===== src/rtl/cic_interp_s4.sv =====
// Two-stage CIC interpolator (comb x2, zero-stuff by FACTOR, integrator x2), wrapping arithmetic.
// Latency: sample taken at edge t reaches filter_out after edge t+2; no backpressure, clk_enable paces everything.
module cic_interp_s4 #(
    parameter int INPUT_WIDTH  = 12,
    parameter int OUTPUT_WIDTH = 28
) (
    input  logic                    clk,
    input  logic                    reset,
    input  logic                    clk_enable,
    input  logic [15:0]             FACTOR,
    input  logic [INPUT_WIDTH-1:0]  filter_in,
    output logic                    in_ready,
    output logic [OUTPUT_WIDTH-1:0] filter_out,
    output logic                    ce_out
);

    generate
        if (OUTPUT_WIDTH < INPUT_WIDTH + 16) begin : g_width_check
            $error("OUTPUT_WIDTH must be at least INPUT_WIDTH + 16");
        end
    endgenerate

    logic [15:0]             counter;
    logic [15:0]             last_phase;
    logic                    phase_0;
    logic [OUTPUT_WIDTH-1:0] x_ext;
    logic [OUTPUT_WIDTH-1:0] d1;
    logic [OUTPUT_WIDTH-1:0] d2;
    logic [OUTPUT_WIDTH-1:0] comb1;
    logic [OUTPUT_WIDTH-1:0] comb2;
    logic [OUTPUT_WIDTH-1:0] stuff_reg;
    logic [OUTPUT_WIDTH-1:0] i1;
    logic [OUTPUT_WIDTH-1:0] i2;

    // FACTOR of 0 is treated as 1, so the last phase index is 0 in both cases.
    assign last_phase = (FACTOR == 16'd0) ? 16'd0 : FACTOR - 16'd1;
    assign phase_0    = (counter == 16'd0) && clk_enable;
    assign in_ready   = phase_0;

    assign x_ext = {{(OUTPUT_WIDTH-INPUT_WIDTH){filter_in[INPUT_WIDTH-1]}}, filter_in};
    assign comb1 = x_ext - d1;
    assign comb2 = comb1 - d2;

    assign filter_out = i2;

    always_ff @(posedge clk) begin
        if (reset) begin
            counter   <= '0;
            d1        <= '0;
            d2        <= '0;
            stuff_reg <= '0;
            i1        <= '0;
            i2        <= '0;
            ce_out    <= 1'b0;
        end else begin
            ce_out <= clk_enable;
            if (clk_enable) begin
                // ">=" lets a FACTOR reduction below the current count wrap immediately.
                counter <= (counter >= last_phase) ? 16'd0 : counter + 16'd1;
                if (phase_0) begin
                    d1 <= x_ext;
                    d2 <= comb1;
                end
                stuff_reg <= phase_0 ? comb2 : '0;
                i1        <= i1 + stuff_reg;
                i2        <= i2 + i1;
            end
        end
    end

endmodule


===== config.mk =====
export PLATFORM = sky130hd
export DESIGN_NAME = cic_interp_s4
export DESIGN_NICKNAME = d
export VERILOG_FILES = /design/src/rtl/cic_interp_s4.sv
export SDC_FILE = /design/constraint.sdc
export NUM_CORES = 1
export LEC_CHECK = 0
export ABC_CLOCK_PERIOD_IN_PS = 3400
export BUFFER_PORTS_ARGS = -buffer_cell sky130_fd_sc_hd__buf_4
export CAP_MARGIN = 10
export CORE_MARGIN = 8
export CORE_UTILIZATION = 35
export CTS_BUF_LIST = sky130_fd_sc_hd__clkbuf_16
export DETAILED_ROUTE_END_ITERATION = 6
export GPL_ROUTABILITY_DRIVEN = 0
export PLACE_DENSITY = 0.62
export SLEW_MARGIN = 25
export SYNTH_ARGS = -nofsm -noshare
export SYNTH_HDL_FRONTEND = slang
export SYNTH_SLANG_ARGS = --single-unit
export TNS_END_PERCENT = 100

===== constraint.sdc =====
create_clock -name clk -period 3.4 [get_ports clk]
set_clock_uncertainty 0.1 [all_clocks]
set_input_delay 0.34 -clock clk [delete_from_list [all_inputs] [get_ports clk]]
set_output_delay 0.34 -clock clk [all_outputs]
set_load 0.01 [all_outputs]

==> impl_metrics.env, run 1 <==
export IMPL_violations="negative setup slack"
export IMPL_tightest_slew_ps=481
export IMPL_yosys_top_cells_area="dfxtp_1 (29%), ha_1 (14%), nand2_1 (6.2%)"
export IMPL_cts_buffers_inserted=17
export IMPL_syn_avg_cell_area_um2=7.96
export IMPL_synth_distinct_cells=74
export IMPL_fin_cells=1547
export IMPL_vias_per_cell=4.98
export IMPL_post_route_period_util_pct=101
export IMPL_grt_pass1_wl_mm=35.1
export IMPL_routed_wl_mm=20.8
export IMPL_cts_tree="yes"
export IMPL_holdPathEnd="d1[2]$_SDFFE_PP0P_"
export IMPL_crit_type="flop to flop"
export IMPL_cp_start_kind="flop"
export IMPL_cts_max_level=4
export IMPL_hp_class="input pin to flop"
export IMPL_holdWs_ps=64.9
export IMPL_die_h_um=174
export IMPL_clk_pin_slew_ps=60
export IMPL_drt_pass1_iter_count=6
export IMPL_startpoint="d1[0]$_SDFFE_PP0P_"
export IMPL_grt_remaining_overflow=0
export IMPL_rsz0062_at_grt="true"
export IMPL_hpwl_mm=15.5
export IMPL_dieWidth_um=174
export IMPL_diodes=0
export IMPL_finalSetupViolations=1
export IMPL_power_leakage_nw=5.03
export IMPL_ios=61
export IMPL_numPortBuffers=60
export IMPL_fin_tns_setup_ps=-33.7
export IMPL_grt_pass1_vias=7466
export IMPL_switching_share_pct=31.4
export IMPL_rr_worst_depth=17
export IMPL_drive_above_1_share_pct=17.3
export IMPL_core_area_mm2=0.0248
export IMPL_power_frac_seq_pct=34.0
export IMPL_worstPathRequired_ps=3610
export IMPL_hold_start="filter_in[2]"
export IMPL_nets=1338
export IMPL_yosysSeqAreaShare_pct=28.9
export IMPL_r2r_start="d1[0]$_SDFFE_PP0P_"
export IMPL_synth_warnings=0
export IMPL_hold_buffers=0
export IMPL_cp_end_kind="flop"
export IMPL_start_util_pct=35.2
export IMPL_rows=58
export IMPL_dieArea_mm2=0.0303
export IMPL_slew_headroom_pct=67.1
export IMPL_r2r_end="stuff_reg[12]$_SDFFE_PP0P_"
export IMPL_p_sw_mw=1.61
export IMPL_internal_power_mw=3.52
export IMPL_antenna_found_initial=0
export IMPL_crit_arrival_ps=3640
export IMPL_grt_util_all_layers_pct=13.7
export IMPL_synth_ff_type="dfxtp_1"
export IMPL_wl_per_cell_um=13.4
export IMPL_clock_sinks=126
export IMPL_first_iter_violations=317
export IMPL_maxCapViolations=0
export IMPL_yosysTopAreaCellShare_pct=28.9
export IMPL_clock_path_buffers=2
export IMPL_mappedNetlistArea_mm2=0.00873
export IMPL_power_density_mw_per_mm2=475
export IMPL_yosysTopAreaCell="dfxtp_1"
export IMPL_period_minus_slack_ps=3430
export IMPL_synth_edf_count=0
export IMPL_clock_root_buffer="clkbuf_16"
export IMPL_slew_violations=0
export IMPL_fin_ws_ps=-33.7
export IMPL_clkPwrFrac_pct=34.9
export IMPL_path_max_fanout=2
export IMPL_min_path_cells=3
export IMPL_netlist_instances=1097
export IMPL_hold_viol=0
export IMPL_fmax_ghz=0.291
export IMPL_post_route_drc_count=0
export IMPL_clk_latency_ps=420
export IMPL_grt_max_degree=42
export IMPL_pwr_share_comb_pct=31.1
export IMPL_power_mw=5.13
export IMPL_syn_num_nets=1230
export IMPL_vias=7708
export IMPL_r2r_slack_ps=-30
export IMPL_ys_ff_latch=126
export IMPL_dp_cells=1508
export IMPL_area_growth_pct=23.7
export IMPL_final_util_pct=43.5
export IMPL_async_reset_ff_share_pct=0
export IMPL_ir_drop_mv=0.335
export IMPL_antenna_left=0
export IMPL_status="complete, but fails checks"
[how the worst max path moves through the flow]
stage                                      end  slack, ps  cells past startpoint
floorplan           stuff_reg[12]$_SDFFE_PP0P_          4                     18
global placement    stuff_reg[12]$_SDFFE_PP0P_       -280                     19
detailed placement  stuff_reg[12]$_SDFFE_PP0P_       -310                     19
CTS                 stuff_reg[12]$_SDFFE_PP0P_       -110                     18
global route        stuff_reg[12]$_SDFFE_PP0P_       -250                     17
finish              stuff_reg[12]$_SDFFE_PP0P_        -30                     17
[worst max-delay path: stages (launching register included)]
cell and delay, ps:
dfxtp_2 330, ha_4 150, fa_2 340, nor2b_1 140, o21ai_2 80, a21boi_2 170
o21ai_2 80, a21boi_2 180, o21ai_2 80, nor2b_4 130, xnor2_2 140, ha_1 340
a21oi_2 170, nor2_2 70, a21oi_2 140, a31oi_1 120, or3_1 320, a32o_1 240
[routing by layer]
layer  wire length, µm  global-route usage [%]
met4               258                    3.95
met5                 0                       0
met2              9610                    23.2
met1             10300                    17.2
met3               628                    2.86
[placed cells by master (no fill, tap or decap), types with 6 or more instances in the layout]
cell type,count
nor4_1,8
nand3_1,19
nor3_1,16
or3_1,6
o21ai_2,8
nor2b_1,13
o21a_1,8
buf_4,122
nand2_1,140
nor2_1,114
mux2i_1,20
nand4_1,12
a211oi_1,12
o21ai_0,55
nand2b_1,8
a21o_1,44
a31oi_1,10
and3_1,9
o21ai_1,8
a21oi_1,75
o21bai_1,7
dfxtp_1,123
clkbuf_16,17
ha_4,6
ha_1,91
xor2_1,37
inv_1,59
xnor2_1,42
[power by group through the flow]
stage	registers [mW]	clock network (mW)	logic (mW)
after detailed placement	1.78	0	1.42
after floorplan	1.74	0	1.03
final	1.74	1.79	1.59
after CTS	1.74	1.83	1.47
after global placement	1.77	0	1.40
after global routing	1.77	1.90	1.80
[area by class of cell]
class | instances | area, µm²
clock buffers | 17 | 425
well taps | 330 | 413
clock inverters | 14 | 155
fillers | 2486 | 14000
repair buffers | 125 | 958
multi-input cells | 875 | 6090
flip-flops and latches | 126 | 2530
inverters | 60 | 225
[synthesized netlist by cell type (all sizes together) (3+ instances only)]
master	n
a211oi	12
xnor2	43
mux2i	20
nor3b	5
nand3b	3
a21o	45
xor2	38
a211o	5
clkbuf	29
o211ai	5
nand3	20
and2	4
and3	9
buf	7
nor2	119
a21oi	81
or3	6
dfxtp	126
a22o	3
nor4b	3
a2111oi	4
nor3	16
nand2	145
nand2b	8
o21a	8
inv	58
nor4	8
nor2b	14
ha	98
nand4	12
o21bai	8
a31oi	11
fa	4
a22oi	5
a21boi	7
o21ai	71
[timing repair]
item / 4_1_cts / 5_1_grt
hold endpoints to repair: 0 / 0
endpoints found under the setup margin: 17 / 21
pin swaps: 4 / 17
buffers inserted: 3 / 6
gates resized for setup: 8 / 45
[stage by stage]
step | area, µm² | setup WS, ps
floorplan | 8770 | 4.10
global placement | 9930 | -278
global route | 10800 | -253
detailed placement | 9930 | -307
CTS | 10600 | -112
finish | 10800 | -33.7
[cells by family after synthesis]
family          Yosys count  synth area share (%)
simple gates            380                  19.6
compound gates          291                  21.8
flops                   126                  28.9
fa+ha+maj               102                  15.0
buf+inv                  96                  4.20
xor+xnor                 81                  8.13
mux                      21                  2.42
Note: power is estimated with default switching activity, not from simulation.
==> run 2, diff against run 1 <==
--- a/config.mk
+++ b/config.mk
@@ -13,7 +13,9 @@
 export CTS_BUF_LIST = sky130_fd_sc_hd__clkbuf_16
 export DETAILED_ROUTE_END_ITERATION = 6
 export GPL_ROUTABILITY_DRIVEN = 0
+export HOLD_SLACK_MARGIN = 0.02
 export PLACE_DENSITY = 0.62
+export SETUP_SLACK_MARGIN = 0.3
 export SLEW_MARGIN = 25
 export SYNTH_ARGS = -nofsm -noshare
 export SYNTH_HDL_FRONTEND = slang
==> impl_metrics.env, run 2 (same netlist as run 1, synthesis figures left out) <==
export IMPL_fmax_ghz=0.284
export IMPL_power_leakage_nw=5.08
export IMPL_drive_above_1_share_pct=19.8
export IMPL_area_growth_pct=26.5
export IMPL_hpwl_mm=15.7
export IMPL_diodes=0
export IMPL_violations="negative setup slack"
export IMPL_grt_util_all_layers_pct=14.3
export IMPL_power_density_mw_per_mm2=493
export IMPL_ir_drop_mv=0.368
export IMPL_ios=61
export IMPL_clk_pin_slew_ps=60
export IMPL_worstPathRequired_ps=3610
export IMPL_grt_pass1_wl_mm=36.5
export IMPL_cts_max_level=4
export IMPL_hold_buffers=0
export IMPL_dieArea_mm2=0.0303
export IMPL_clk_latency_ps=420
export IMPL_path_max_fanout=3
export IMPL_crit_arrival_ps=3730
export IMPL_clock_sinks=126
export IMPL_fin_ws_ps=-120
export IMPL_dieWidth_um=174
export IMPL_r2r_slack_ps=-120
export IMPL_cp_end_kind="flop"
export IMPL_crit_top_cell="o21ai_2"
export IMPL_max_stage_delay_ps=340
export IMPL_numPortBuffers=60
export IMPL_antenna_left=0
export IMPL_hp_class="input pin to flop"
export IMPL_start_util_pct=35.2
export IMPL_grt_remaining_overflow=0
export IMPL_cp_start_kind="flop"
export IMPL_slew_headroom_pct=44.3
export IMPL_die_h_um=174
export IMPL_fin_cells=1546
export IMPL_routed_wl_mm=21.8
export IMPL_slew_violations=0
export IMPL_fin_tns_setup_ps=-309
export IMPL_drt_pass1_iter_count=4
export IMPL_cts_buffers_inserted=17
export IMPL_wl_per_cell_um=14.1
export IMPL_layout_commonest_cell="nand2_1"
export IMPL_nets=1336
export IMPL_antenna_found_initial=0
export IMPL_rsz0062_at_grt="true"
export IMPL_dp_cells=1500
export IMPL_clock_root_buffer="clkbuf_16"
export IMPL_core_area_mm2=0.0248
export IMPL_period_minus_slack_ps=3520
export IMPL_crit_type="flop to flop"
export IMPL_finalSetupViolations=9
export IMPL_first_iter_violations=316
export IMPL_mostFrequentLayoutCells="nand2_1 (138), dfxtp_1 (121), buf_4 (120)"
export IMPL_power_mw=5.45
export IMPL_post_route_drc_count=0
export IMPL_cts_tree="yes"
export IMPL_vias_per_cell=5.07
export IMPL_grt_max_degree=69
export IMPL_crit_chain="ha_4, fa_2, nor2b_2, o21ai_2, a21boi_2, o21ai_2, a21boi_2, o21ai_2, a21oi_2, o21a_1, nor2_1, ha_1, nand2_2, nor2_1, o21ai_1, a31oi_2, or3_1, a32o_1"
export IMPL_grt_pass1_vias=7741
export IMPL_hold_viol=0
export IMPL_rows=58
export IMPL_maxCapViolations=0
export IMPL_fillCellCount=2459
export IMPL_vias=7841
export IMPL_tightest_slew_ps=835
export IMPL_status="complete, but fails checks"
export IMPL_clock_path_buffers=2
export IMPL_post_route_period_util_pct=104
export IMPL_worst_path_max_delay_cell="fa_2"
## run 2: cell count changes in the layout (fill, tap and decap cells not counted), sizes merged
cell	change
buf	-2
clkinvlp	-1
bufinv	+2
## run 2: worst paths after layout
kind	from	to	cells past startpoint
setup / recovery	d1[0]$_SDFFE_PP0P_	stuff_reg[12]$_SDFFE_PP0P_	18
hold / removal	filter_in[5]	d1[5]$_SDFFE_PP0P_	3
setup reg to reg	d1[0]$_SDFFE_PP0P_	stuff_reg[12]$_SDFFE_PP0P_	18
hold reg to reg	d1[5]$_SDFFE_PP0P_	d1[5]$_SDFFE_PP0P_	2
## run 2: report_power, final
part | total (mW) | switching, mW | leakage, nW | internal, mW
logic | 1.70 | 0.906 | 3.73 | 0.798
registers | 1.75 | 0.121 | 1.03 | 1.63
clock network | 2.00 | 0.699 | 0.316 | 1.30
## run 2: through the flow
stage | instance area (µm²) | worst slack [ps] | util, % | hold WS [ps]
floorplan | 8900 | 19.2 | - | 322
global placement | 9960 | -270 | 40.1 | 337
detailed placement | 9960 | -323 | 40.1 | 338
CTS | 10800 | -116 | 43.4 | 54.1
global route | 11000 | -342 | 44.5 | 67.9
finish | 11000 | -120 | 44.5 | 68.4
## run 2: layer usage
metal	vias to the layer above	GRT usage, %	part of all wire, %
met5	-	0	0
met3	39	2.84	3.2
met1	3608	17.2	46
met4	0	5.13	2.5
met2	108	25.0	48
li1	4086	-	-
## run 2: layout make-up
cell class | count | area (µm²) | area share (%)
multi-input combinational | 875 | 6280 | 56.9
timing repair buffer | 123 | 935 | 8.46
sequential | 126 | 2530 | 22.9
inverter | 60 | 241 | 2.19
clock buffer | 17 | 425 | 3.85
clock inverter | 15 | 219 | 1.98
tap | 330 | 413 | 3.74
## run 2: timing repair
action / 4_1_cts / 5_1_grt
pin swaps: 26 / 23
gates resized for setup: 31 / 54
endpoints found under the setup margin: 21 / 43
setup buffers: 6 / 8
## run 2: worst max-delay path: cells and delay by family, from the launching register on
family                   cells  cell delay [ps]
AO/OA/AOI/OAI               10             1460
adder cells (fa/ha/maj)      3              840
AND/OR/NAND/NOR              5              660
flip-flops                   1              330
==> run 3, diff against run 2 <==
--- a/config.mk
+++ b/config.mk
@@ -5,7 +5,7 @@
 export SDC_FILE = /design/constraint.sdc
 export NUM_CORES = 1
 export LEC_CHECK = 0
-export ABC_CLOCK_PERIOD_IN_PS = 3400
+export ABC_CLOCK_PERIOD_IN_PS = 3600
 export BUFFER_PORTS_ARGS = -buffer_cell sky130_fd_sc_hd__buf_4
 export CAP_MARGIN = 10
 export CORE_MARGIN = 8
@@ -14,7 +14,7 @@
 export DETAILED_ROUTE_END_ITERATION = 6
 export GPL_ROUTABILITY_DRIVEN = 0
 export HOLD_SLACK_MARGIN = 0.02
-export PLACE_DENSITY = 0.62
+export PLACE_DENSITY = 0.6
 export SETUP_SLACK_MARGIN = 0.3
 export SLEW_MARGIN = 25
 export SYNTH_ARGS = -nofsm -noshare
==> constraint.sdc (replaced) <==
create_clock -name clk -period 3.6 [get_ports clk]
set_clock_uncertainty 0.1 [all_clocks]
set_input_delay 0.36 -clock clk [delete_from_list [all_inputs] [get_ports clk]]
set_output_delay 0.36 -clock clk [all_outputs]
set_load 0.01 [all_outputs]
==> impl_metrics.env, run 3 (same netlist as run 1, synthesis figures left out) <==
export IMPL_nets=1320
export IMPL_numPortBuffers=60
export IMPL_post_route_drc_count=0
export IMPL_die_h_um=174
export IMPL_grt_util_all_layers_pct=13.8
export IMPL_slew_headroom_pct=45.0
export IMPL_path_max_fanout=4
export IMPL_slew_violations=0
export IMPL_hp_class="input pin to flop"
export IMPL_cp_end_kind="flop"
export IMPL_clock_path_buffers=2
export IMPL_wl_per_cell_um=13.9
export IMPL_pwr_share_comb_pct=30.6
export IMPL_vias=7724
export IMPL_grt_pass1_vias=7445
export IMPL_hpwl_mm=15.6
export IMPL_fin_cells=1529
export IMPL_rsz0062_at_grt="true"
export IMPL_clkPwrFrac_pct=34.9
export IMPL_tightest_slew_ps=825
export IMPL_worst_path_max_delay_cell="dfxtp_2"
export IMPL_ios=61
export IMPL_switching_share_pct=32.6
export IMPL_p_sw_mw=1.56
export IMPL_routed_wl_mm=21.2
export IMPL_crit_type="flop to flop"
export IMPL_power_leakage_nw=4.93
export IMPL_clock_sinks=126
export IMPL_crit_chain="ha_4, fa_2, nor2b_1, o21ai_2, a21boi_2, o21ai_2, a21boi_2, o21ai_2, a21oi_2, buf_4, nor3_2, nor2_1, ha_1, nand2_2, nor2_2, a21oi_2, a31oi_1, or3_1, a32o_1"
export IMPL_antenna_found_initial=0
export IMPL_cts_max_level=4
export IMPL_core_area_mm2=0.0248
export IMPL_max_stage_delay_ps=330
export IMPL_mostFrequentLayoutCells="nand2_1 (138), dfxtp_1 (122), nor2_1 (115)"
export IMPL_grt_max_degree=70
export IMPL_grt_pass1_wl_mm=35.5
export IMPL_cts_tree="yes"
export IMPL_clock_root_buffer="clkbuf_16"
export IMPL_cp_start_kind="flop"
export IMPL_power_frac_seq_pct=34.5
export IMPL_first_iter_violations=321
export IMPL_crit_top_cell="o21ai_2"
export IMPL_grt_remaining_overflow=0
export IMPL_layout_commonest_cell="nand2_1"
export IMPL_power_density_mw_per_mm2=447
export IMPL_worstPathRequired_ps=3810
export IMPL_area_growth_pct=22.5
export IMPL_start_util_pct=35.2
export IMPL_internal_power_mw=3.22
export IMPL_ir_drop_mv=0.300
export IMPL_rows=58
export IMPL_fmax_ghz=0.294
export IMPL_dp_cells=1483
export IMPL_period_minus_slack_ps=3400
export IMPL_post_route_period_util_pct=94.6
export IMPL_diodes=0
export IMPL_maxCapViolations=0
export IMPL_antenna_left=0
export IMPL_clk_latency_ps=420
export IMPL_clk_pin_slew_ps=60
export IMPL_drive_above_1_share_pct=16.7
export IMPL_cts_buffers_inserted=17
export IMPL_crit_arrival_ps=3610
export IMPL_vias_per_cell=5.05
export IMPL_power_mw=4.78
export IMPL_status="finished, final reports clean"
export IMPL_dieArea_mm2=0.0303
export IMPL_fillCellCount=2497
export IMPL_drt_pass1_iter_count=5
export IMPL_hold_viol=0
export IMPL_dieWidth_um=174
export IMPL_finalSetupViolations=0
-- run 3: cell types whose count changed in the layout (fill, tap and decap cells not counted), sizes merged --
cell / previous run / this run
buf: 123 / 107
inv: 61 / 59
clkinvlp: 2 / 6
bufinv: 5 / 2
-- run 3: power groups by stage --
stage                     clock (mW)  sequential, mW  combinational [mW]
after floorplan                    0            1.65               0.976
after global placement             0            1.68                1.28
after detailed placement           0            1.68                1.30
after CTS                       1.71            1.65                1.38
after global routing            1.77            1.67                1.64
final                           1.67            1.65                1.46
-- run 3: through the flow --
| stage | hold slack (ps) | setup WS (ps) | area, µm² | setup TNS (ps) | util (%) |
|---|---|---|---|---|---|
| after global placement | 342 | -148 | 9790 | -967 | 39.4 |
| after detailed placement | 346 | -180 | 9790 | -1300 | 39.4 |
| after CTS | 76.6 | 71.3 | 10500 | 0 | 42.3 |
| final | 93.5 | 196 | 10700 | 0 | 43.1 |
| after floorplan | 322 | 199 | 8840 | 0 | - |
| after global routing | 87.1 | -53.0 | 10700 | -54.6 | 43.1 |
-- run 3: area by class of cell --
cell class              count  area, µm²  share of cell area, %
clock buffers              17        425                   3.98
flip-flops and latches    126       2530                   23.6
well taps                 330        413                   3.86
inverters                  60        238                   2.22
multi-input cells         875       6110                   57.1
clock inverters            14        146                   1.37
repair buffers            107        838                   7.84
-- run 3: metal layers --
layer  vias up  routed length [µm]  global-route usage, %
met3        16                 799                   2.73
met2       119               10100                   23.6
met5         -                   0                      0
met4         0                 216                   3.67
li1       4055                   -                      -
met1      3534               10200                   17.5
-- run 3: worst paths after layout --
check                     startpoint                         end  slack (ps)  cells after the start
setup reg to reg  d1[0]$_SDFFE_PP0P_  stuff_reg[12]$_SDFFE_PP0P_         200                     19
setup / recovery  d1[0]$_SDFFE_PP0P_  stuff_reg[12]$_SDFFE_PP0P_         200                     19
hold / removal          filter_in[5]          d1[5]$_SDFFE_PP0P_          90                      3
hold reg to reg   d2[2]$_SDFFE_PP0P_          d2[2]$_SDFFE_PP0P_         350                      2
-- run 3: timing repair --
| item | CTS | global route |
|---|---|---|
| endpoints found under the setup margin | 20 | 25 |
| buffers inserted | 10 | 5 |
| hold buffers | 0 | 0 |
| pin swaps | 21 | 23 |
| gates resized for setup | 17 | 43 |
-- run 3: critical path, delay by kind of cell, from the launching register on --
family	cells	cell delay, ps
and+or+nand+nor	6	750
buffers and inverters	1	130
AOI/OAI and AO/OA	9	1190
DFF	1	330
adders and majority gates	3	780
